$ cat src/rtl/typing_round_ctrl.sv
// -----------------------------------------------------------------------------
// typing_round_ctrl
//
// Round controller for the typing tutor. It arms and runs the countdown timer,
// scores keystrokes against a combinational target-text ROM, and ends the round
// when the whole text has been typed or when the timer runs out.
//
// Ports
//   clk            system clock, rising edge
//   reset          asynchronous, active-low reset
//   start          begin a round (only looked at in IDLE and DONE)
//   time_left      countdown value from the timer
//   key_valid      keystroke present on key_code
//   key_code       ASCII code of the keystroke
//   target_code    ROM data at target_addr (same-cycle combinational ROM)
//   tmr_enable     timer count enable (high while in RUN)
//   tmr_clear      one-cycle pulse that reloads the timer (high in ARM)
//   key_ready      keys are accepted this cycle (decoded from state)
//   target_addr    index of the next expected character
//   correct_count  accepted matching keys, saturating
//   error_count    accepted mismatching keys, saturating
//   round_done     high while in DONE
//   completed      round ended by finishing the text
//   timed_out      round ended by the timer expiring
//   state          IDLE=0, ARM=1, RUN=2, DONE=3
// -----------------------------------------------------------------------------
module typing_round_ctrl #(
  parameter int TEXT_LEN = 16,
  parameter int ADDR_W   = 4,
  parameter int TIME_W   = 4,
  parameter int CNT_W    = 8
) (
  input  logic              clk,
  input  logic              reset,
  input  logic              start,
  input  logic [TIME_W-1:0] time_left,
  input  logic              key_valid,
  input  logic [7:0]        key_code,
  input  logic [7:0]        target_code,
  output logic              tmr_enable,
  output logic              tmr_clear,
  output logic              key_ready,
  output logic [ADDR_W-1:0] target_addr,
  output logic [CNT_W-1:0]  correct_count,
  output logic [CNT_W-1:0]  error_count,
  output logic              round_done,
  output logic              completed,
  output logic              timed_out,
  output logic [1:0]        state
);

  typedef enum logic [1:0] {
    IDLE = 2'd0,
    ARM  = 2'd1,
    RUN  = 2'd2,
    DONE = 2'd3
  } state_t;

  localparam logic [ADDR_W-1:0] LAST_ADDR = ADDR_W'(TEXT_LEN - 1);
  localparam logic [CNT_W-1:0]  CNT_MAX   = '1;
  localparam logic [CNT_W-1:0]  CNT_ONE   = CNT_W'(1);
  localparam logic [ADDR_W-1:0] ADDR_ONE  = ADDR_W'(1);

  state_t            state_q, state_d;
  logic [ADDR_W-1:0] target_addr_q, target_addr_d;
  logic [CNT_W-1:0]  correct_count_q, correct_count_d;
  logic [CNT_W-1:0]  error_count_q, error_count_d;
  logic              completed_q, completed_d;
  logic              timed_out_q, timed_out_d;
  logic              seen_nonzero_q, seen_nonzero_d;
  logic              tmr_enable_q, tmr_enable_d;
  logic              tmr_clear_q, tmr_clear_d;
  logic              round_done_q, round_done_d;

  logic key_accept;
  logic key_match;
  logic text_finished;

  // NUL keystrokes are dropped before scoring so they never touch a counter.
  assign key_accept = key_valid && (state_q == RUN) && (key_code != 8'h00);
  assign key_match  = (key_code == target_code);

  // Next-state and scoring logic. Within a RUN cycle the key is scored first,
  // so a key that completes the text takes priority over a simultaneous expiry.
  // The expiry check uses the registered seen_nonzero so that a stale zero left
  // over from the previous round (before the reload lands) cannot end the round.
  always_comb begin
    state_d         = state_q;
    target_addr_d   = target_addr_q;
    correct_count_d = correct_count_q;
    error_count_d   = error_count_q;
    completed_d     = completed_q;
    timed_out_d     = timed_out_q;
    seen_nonzero_d  = seen_nonzero_q;
    text_finished   = 1'b0;

    unique case (state_q)
      IDLE: begin
        if (start) begin
          state_d = ARM;
        end
      end

      ARM: begin
        target_addr_d   = '0;
        correct_count_d = '0;
        error_count_d   = '0;
        completed_d     = 1'b0;
        timed_out_d     = 1'b0;
        seen_nonzero_d  = 1'b0;
        state_d         = RUN;
      end

      RUN: begin
        if (key_accept) begin
          if (key_match) begin
            if (correct_count_q != CNT_MAX) begin
              correct_count_d = correct_count_q + CNT_ONE;
            end
            if (target_addr_q == LAST_ADDR) begin
              target_addr_d = '0;
              completed_d   = 1'b1;
              text_finished = 1'b1;
              state_d       = DONE;
            end else begin
              target_addr_d = target_addr_q + ADDR_ONE;
            end
          end else if (error_count_q != CNT_MAX) begin
            error_count_d = error_count_q + CNT_ONE;
          end
        end

        if (!text_finished && (time_left == '0) && seen_nonzero_q) begin
          timed_out_d = 1'b1;
          state_d     = DONE;
        end

        if (time_left != '0) begin
          seen_nonzero_d = 1'b1;
        end
      end

      DONE: begin
        if (start) begin
          state_d = ARM;
        end
      end

      default: begin
        state_d = IDLE;
      end
    endcase
  end

  // Registered status outputs follow the state being entered, so they line up
  // with the state register on every cycle.
  always_comb begin
    tmr_enable_d = (state_d == RUN);
    tmr_clear_d  = (state_d == ARM);
    round_done_d = (state_d == DONE);
  end

  always_ff @(posedge clk or negedge reset) begin
    if (!reset) begin
      state_q         <= IDLE;
      target_addr_q   <= '0;
      correct_count_q <= '0;
      error_count_q   <= '0;
      completed_q     <= 1'b0;
      timed_out_q     <= 1'b0;
      seen_nonzero_q  <= 1'b0;
      tmr_enable_q    <= 1'b0;
      tmr_clear_q     <= 1'b0;
      round_done_q    <= 1'b0;
    end else begin
      state_q         <= state_d;
      target_addr_q   <= target_addr_d;
      correct_count_q <= correct_count_d;
      error_count_q   <= error_count_d;
      completed_q     <= completed_d;
      timed_out_q     <= timed_out_d;
      seen_nonzero_q  <= seen_nonzero_d;
      tmr_enable_q    <= tmr_enable_d;
      tmr_clear_q     <= tmr_clear_d;
      round_done_q    <= round_done_d;
    end
  end

  assign state         = state_q;
  assign key_ready     = (state_q == RUN);
  assign target_addr   = target_addr_q;
  assign correct_count = correct_count_q;
  assign error_count   = error_count_q;
  assign completed     = completed_q;
  assign timed_out     = timed_out_q;
  assign tmr_enable    = tmr_enable_q;
  assign tmr_clear     = tmr_clear_q;
  assign round_done    = round_done_q;

endmodule

$ cat config.mk
export PLATFORM = sky130hd
export DESIGN_NAME = typing_round_ctrl
export DESIGN_NICKNAME = d
export VERILOG_FILES = /design/src/rtl/typing_round_ctrl.sv
export SDC_FILE = /design/constraint.sdc
export NUM_CORES = 1
export LEC_CHECK = 0
export ABC_AREA = 1
export CORE_AREA = 2 2 64 66
export DETAILED_ROUTE_END_ITERATION = 7
export DIE_AREA = 0 0 66 68
export PLACE_DENSITY = 0.83
export SLEW_MARGIN = 30
export SYNTH_ARGS = -nofsm -noshare
export SYNTH_HDL_FRONTEND = slang
export SYNTH_SLANG_ARGS = --single-unit
$ cat constraint.sdc
create_clock -name clk -period 3.2 [get_ports clk]
set_input_delay 0.64 -clock clk [delete_from_list [all_inputs] [get_ports clk]]
set_output_delay 0.64 -clock clk [all_outputs]
set_load 0.02 [all_outputs]
==> impl_metrics.env, run 1 <==
export IMPL_tightest_slew_ns=0.365
export IMPL_area_delta_synth_final_pct=30.8
export IMPL_num_rows=23
export IMPL_dieWidth_um=66
export IMPL_ys_warn_count=0
export IMPL_status="complete, no violations"
export IMPL_clockBufferDepth=2
export IMPL_io_buffer_count=51
export IMPL_path_buf_inv=2
export IMPL_n_fill_cell=366
export IMPL_drt_wl_total_um=3950
export IMPL_startpoint_type="register"
export IMPL_first_pass_iters=4
export IMPL_clock_power_share_pct=13.3
export IMPL_maxCapViolCount=0
export IMPL_h_tree_depth=1
export IMPL_fmax_mhz=460
export IMPL_finClkSkew_ns=0.00619
export IMPL_place_area_sq_um=2430
export IMPL_wl_per_cell_um=10.8
export IMPL_swShare_pct=44.2
export IMPL_cp_end_kind="primary output"
export IMPL_vias=1853
export IMPL_synth_area_leaders="dfrtp_1 37%, nand2_1 17%, inv_1 7.7%, nand4_1 5.0%, nand3_1 4.2%"
export IMPL_cpPeakStageDelay_ns=0.61
export IMPL_crit_family="buffers and inverters"
export IMPL_seq_area_frac_synth_pct=37.1
export IMPL_yosys_area_top_type="dfrtp_1"
export IMPL_timing_setup_tns_ns=0
export IMPL_drv_slew=0
export IMPL_synth_edff_count=0
export IMPL_cts_hold_buf=0
export IMPL_hpwl_um=3100
export IMPL_final_nets=348
export IMPL_gr_total_overflow=0
export IMPL_die_area_sq_um=4490
export IMPL_cts_tree="built"
export IMPL_io_pins=52
export IMPL_synth_cell_types=31
export IMPL_syn_nets=295
export IMPL_die_h_um=68
export IMPL_syn_area_sq_um=1890
export IMPL_ys_flop_type="dfrtp_1"
export IMPL_viasPerCell=5.05
export IMPL_hp_class="register to register"
export IMPL_clock_sinks=28
export IMPL_ys_async_sr_fraction_pct=100
export IMPL_cts_setup_buffers=0
export IMPL_grt_start_max_net_pins=29
export IMPL_synth_commonest_cells="87 x nand2_1, 39 x inv_1, 28 x dfrtp_1"
export IMPL_antenna_found_initial=0
export IMPL_drive_gt1_share_pct=8.52
export IMPL_p_sw_mw=0.621
export IMPL_combPwrFrac_pct=52.9
export IMPL_synthCells=266
export IMPL_power_density_nw_per_um2=568
export IMPL_slew_headroom_pct=75.7
export IMPL_finalCriticalPeriod_ns=2.17
export IMPL_drc=0
export IMPL_grt_total_usage_pct=19.7
export IMPL_clock_root_buffer="clkbuf_8"
export IMPL_fp_coreArea_sq_um=3860
export IMPL_cts_resized_gates=0
export IMPL_path_cells="inv_1 -> ha_1 -> clkdlybuf4s50_1"
export IMPL_drtIter0Drc=142
export IMPL_grt_pass1_wl_um=6920
export IMPL_irDropWorstVdd_uv=577
export IMPL_path_max_fanout=3
export IMPL_first_global_vias=1692
export IMPL_place_gp_congestion=0.822
export IMPL_initial_core_util_pct=49.0
export IMPL_clkTransAtPathRegs_ns=0.09
export IMPL_final_util_pct=64.1
export IMPL_p_int_mw=0.785
export IMPL_setup_viol=0
export IMPL_leakagePower_nw=1.23
export IMPL_slowest_stage="clkdlybuf4s50_1"
export IMPL_setup_worst_path_class="register to primary output"
export IMPL_critPathRequiredTime_ns=2.56
export IMPL_stdcell_area_sq_um=2470
export IMPL_syn_avg_cell_area_sq_um=7.11
export IMPL_rsz0062_at_grt="no"
export IMPL_yosysMostFrequentCell="nand2_1"
export IMPL_ant_nets=0
export IMPL_n_antenna_cell=0
export IMPL_arrival_ns=1.53
export IMPL_period_share_pct=68.0
export IMPL_clk_latency_ns=0.27
export IMPL_hold_viol=0
export IMPL_power_frac_seq_pct=33.8
export IMPL_ys_ff_latch=28
export IMPL_synth_top_area_share_pct=37.1
export IMPL_cts_buffers=3
## layout make-up
cell class	count	area, sq um	share of cell area (%)
clock buffers	3	41.3	1.67
inverters	41	154	6.22
multi-input cells	192	990	40.0
flip-flops and latches	28	701	28.3
well taps	50	62.6	2.53
repair buffers	53	526	21.2
## per-stage QoR
step           hold WS (ns)  setup slack (ns)  total power, mW  instances
2_1_floorplan         0.344              1.40             1.01        266
3_3_place_gp          0.463             0.976             1.21        364
3_5_place_dp          0.465             0.932             1.23        364
4_1_cts               0.489              1.00             1.42        367
5_1_grt               0.525             0.945             1.53        367
6_report              0.486              1.03             1.41        367
## tightest hold or removal path, stage by stage (launching register included)
cell and delay (ns):
dfrtp_1 0.35, nand2_1 0.05, nand2_1 0.05
## final timing paths
kind | end | cells after the start | slack [ns] | from
max | key_ready | 3 | 1.03 | state[0]
min reg2reg | timed_out | 2 | 0.49 | timed_out
min in group asynchronous | target_addr[2] | 2 | 0.75 | reset
min | timed_out | 2 | 0.49 | timed_out
max in group asynchronous | error_count[4] | 2 | 2.18 | reset
max reg2reg | correct_count[5] | 9 | 1.28 | state[0]
## layout by cell type, fill, tap and decap left out, types with 2 or more instances in the layout
cell / netlist / layout
nor2_1: 21 / 21
nor3b_1: 3 / 3
o21ai_1: 6 / 6
nand2_4: 2 / 2
nand2_1: 87 / 87
buf_4: 0 / 2
o21bai_1: 2 / 2
inv_2: 2 / 2
dfrtp_1: 28 / 28
nand2_2: 4 / 4
clkbuf_8: 2 / 3
or2_2: 4 / 4
a31o_2: 2 / 2
nand3_1: 16 / 16
a21oi_1: 6 / 6
nand4_1: 15 / 15
nor2_2: 3 / 3
o21ai_0: 5 / 5
nand3_4: 2 / 2
inv_1: 39 / 39
ha_1: 5 / 5
clkdlybuf4s50_1: 0 / 51
## registers in the layout, indices dropped and copies added (netlist names)
| name | cells |
|---|---|
| completed | 1 |
| correct_count | 8 |
| error_count | 8 |
| round_done | 1 |
| seen_nonzero_q | 1 |
| state | 2 |
| target_addr | 4 |
| timed_out | 1 |
| tmr_clear | 1 |
| tmr_enable | 1 |
## logic make-up (layout without fill, tap and decap cells)
logic type	count (synthesis)	after routing	synth area share (%)
XOR/XNOR	2	2	0.927
adder cells (fa/ha/maj)	5	5	3.31
AO/OA/AOI/OAI	23	23	7.48
buffers and inverters	46	97	10.6
flip-flops	28	28	37.1
AND/OR/NAND/NOR	162	162	40.6
## power groups by stage
stage          clock (mW)  combinational (mW)  sequential, mW
6_report            0.187               0.744           0.475
5_1_grt             0.208               0.834           0.485
4_1_cts             0.197               0.749           0.476
3_5_place_dp            0               0.747           0.483
3_3_place_gp            0               0.733           0.482
2_1_floorplan           0               0.462           0.548
## layer usage
layer,up-vias,share of wire [%],GRT usage (%)
li1,953,-,-
met1,848,45,23.6
met2,46,49,36.2
met3,6,3.7,3.78
met4,0,1.8,5.10
met5,-,0,0
Power figures use the tool's default switching activity.
==> inputs of run 2 (changes only) <==
CORE_AREA = 2 2 66 68   (was 2 2 64 66)
DIE_AREA = 0 0 68 70   (was 0 0 66 68)
PLACE_DENSITY = 0.78   (was 0.83)
clock period = 2.05 ns   (was 3.2 ns; I/O delays follow)
==> run 2 against run 1 <==
  * Via count is 0.97% lower
  * Routed wire length grew 5.8%
  * Clock power up 81%
==> impl_metrics.env, run 2 (synthesis gave the netlist of run 1 again) <==
export IMPL_combPwrFrac_pct=52.9
export IMPL_cts_setup_buffers=0
export IMPL_stdcell_count=373
export IMPL_drtIter0Drc=98
export IMPL_clock_root_buffer="clkbuf_8"
export IMPL_gr_total_overflow=0
export IMPL_h_tree_depth=1
export IMPL_antenna_found_initial=0
export IMPL_power_density_nw_per_um2=916
export IMPL_tightest_slew_ns=0.368
export IMPL_finClkSkew_ns=0.00129
export IMPL_num_rows=24
export IMPL_dieWidth_um=68
export IMPL_slew_headroom_pct=75.5
export IMPL_p_int_mw=1.30
export IMPL_clkTransAtPathRegs_ns=0.09
export IMPL_grt_total_usage_pct=19.7
export IMPL_finalCriticalPeriod_ns=1.82
export IMPL_area_delta_synth_final_pct=33.0
export IMPL_leakagePower_nw=1.27
export IMPL_drc=0
export IMPL_grt_pass1_wl_um=7440
export IMPL_rsz0062_at_grt="no"
export IMPL_path_max_fanout=11
export IMPL_cts_buffers=3
export IMPL_hpwl_um=3210
export IMPL_whs_ns=0.484
export IMPL_die_h_um=70
export IMPL_io_buffer_count=51
export IMPL_io_pins=52
export IMPL_first_pass_iters=4
export IMPL_clock_sinks=28
export IMPL_setup_viol=0
export IMPL_n_antenna_cell=0
export IMPL_setup_worst_path_class="register to register"
export IMPL_place_gp_congestion=0.893
export IMPL_irDropWorstVdd_uv=765
export IMPL_arrival_ns=1.99
export IMPL_n_fill_cell=387
export IMPL_wl_per_cell_um=11.2
export IMPL_critPathRequiredTime_ns=2.22
export IMPL_final_common_cell="nand2_1"
export IMPL_clock_power_share_pct=14.7
export IMPL_timing_setup_tns_ns=0
export IMPL_vias=1835
export IMPL_numPlacedInstances=369
export IMPL_first_global_vias=1761
export IMPL_cp_end_kind="register"
export IMPL_fp_coreArea_sq_um=4140
export IMPL_final_nets=351
export IMPL_ant_nets=0
export IMPL_drive_gt1_share_pct=9.66
export IMPL_status="complete, no violations"
export IMPL_drv_slew=0
export IMPL_period_share_pct=88.8
export IMPL_initial_core_util_pct=45.6
export IMPL_grt_start_max_net_pins=29
export IMPL_drt_wl_total_um=4180
export IMPL_fmax_mhz=550
export IMPL_p_sw_mw=1.00
export IMPL_swShare_pct=43.6
export IMPL_maxCapViolCount=0
export IMPL_mostFrequentLayoutCells="87 x nand2_1, 50 x clkdlybuf4s50_1, 39 x inv_1"
export IMPL_hp_class="register to register"
export IMPL_viasPerCell=4.92
export IMPL_die_area_sq_um=4760
export IMPL_hold_viol=0
export IMPL_power_frac_seq_pct=32.3
export IMPL_cts_tree="built"
export IMPL_clockBufferDepth=2
export IMPL_startpoint_type="register"
export IMPL_clk_latency_ns=0.27
run 2: cell count changes in the layout (fill, tap and decap cells not counted), sizes merged:
cell           previous run  this run
buf                       2         5
clkdlybuf4s50            51        50
dlymetal6s2s              0         1
clkbuf                    3         4
run 2: per-layer routing:
metal	track usage (%)	wire [um]	vias up
li1	-	-	962
met1	26.8	1970	823
met2	32.9	2010	44
met3	2.42	160	6
met4	4.44	40	0
met5	0	0	-
run 2: path summary, 6_finish.rpt:
check	from	to	slack (ns)	cells past startpoint
setup reg to reg	state[0]	correct_count[4]	0.23	9
max in group asynchronous	reset	error_count[6]	1.27	2
min in group asynchronous	reset	target_addr[2]	0.51	2
hold / removal	timed_out	timed_out	0.48	2
hold reg to reg	timed_out	timed_out	0.48	2
setup / recovery	state[0]	correct_count[4]	0.23	9
run 2: area by class of cell:
| class | count | area [sq um] | share of cell area, % |
|---|---|---|---|
| clock buffers | 4 | 55.1 | 2.19 |
| repair buffers | 56 | 551 | 21.9 |
| flip-flops and latches | 28 | 701 | 27.9 |
| inverters | 41 | 154 | 6.12 |
| multi-input cells | 192 | 990 | 39.4 |
| well taps | 52 | 65.1 | 2.59 |
run 2: power groups by stage:
stage	Clock [mW]	Sequential, mW	Combinational [mW]
finish	0.339	0.745	1.22
detailed placement	0	0.753	1.22
floorplan	0	0.856	0.722
global route	0.364	0.765	1.35
CTS	0.352	0.746	1.23
global placement	0	0.756	1.20
run 2: timing repair:
action	4_1_cts	5_1_grt
resized for setup	0	1
endpoints found under the setup margin	0	1
hold buffers	0	0
run 2: critical path, stage by stage, from the launching register on:
cell	delay [ns]
dfrtp_1	0.38
inv_1	0.08
ha_1	0.24
buf_4	0.17
inv_1	0.28
nor3_2	0.10
nand2_2	0.19
nand3_4	0.15
nand2_1	0.09
nand2_1	0.05
run 2: per-stage QoR:
stage / setup slack, ns / utilization [%] / cell area [sq um] / total power [mW]
after floorplan: 0.253 / - / 1890 / 1.58
after global placement: 0.109 / 59.3 / 2460 / 1.96
after detailed placement: 0.0780 / 59.3 / 2460 / 1.98
after CTS: 0.000794 / 60.6 / 2510 / 2.33
after global routing: 0.0285 / 60.7 / 2510 / 2.48
final: 0.231 / 60.7 / 2510 / 2.30
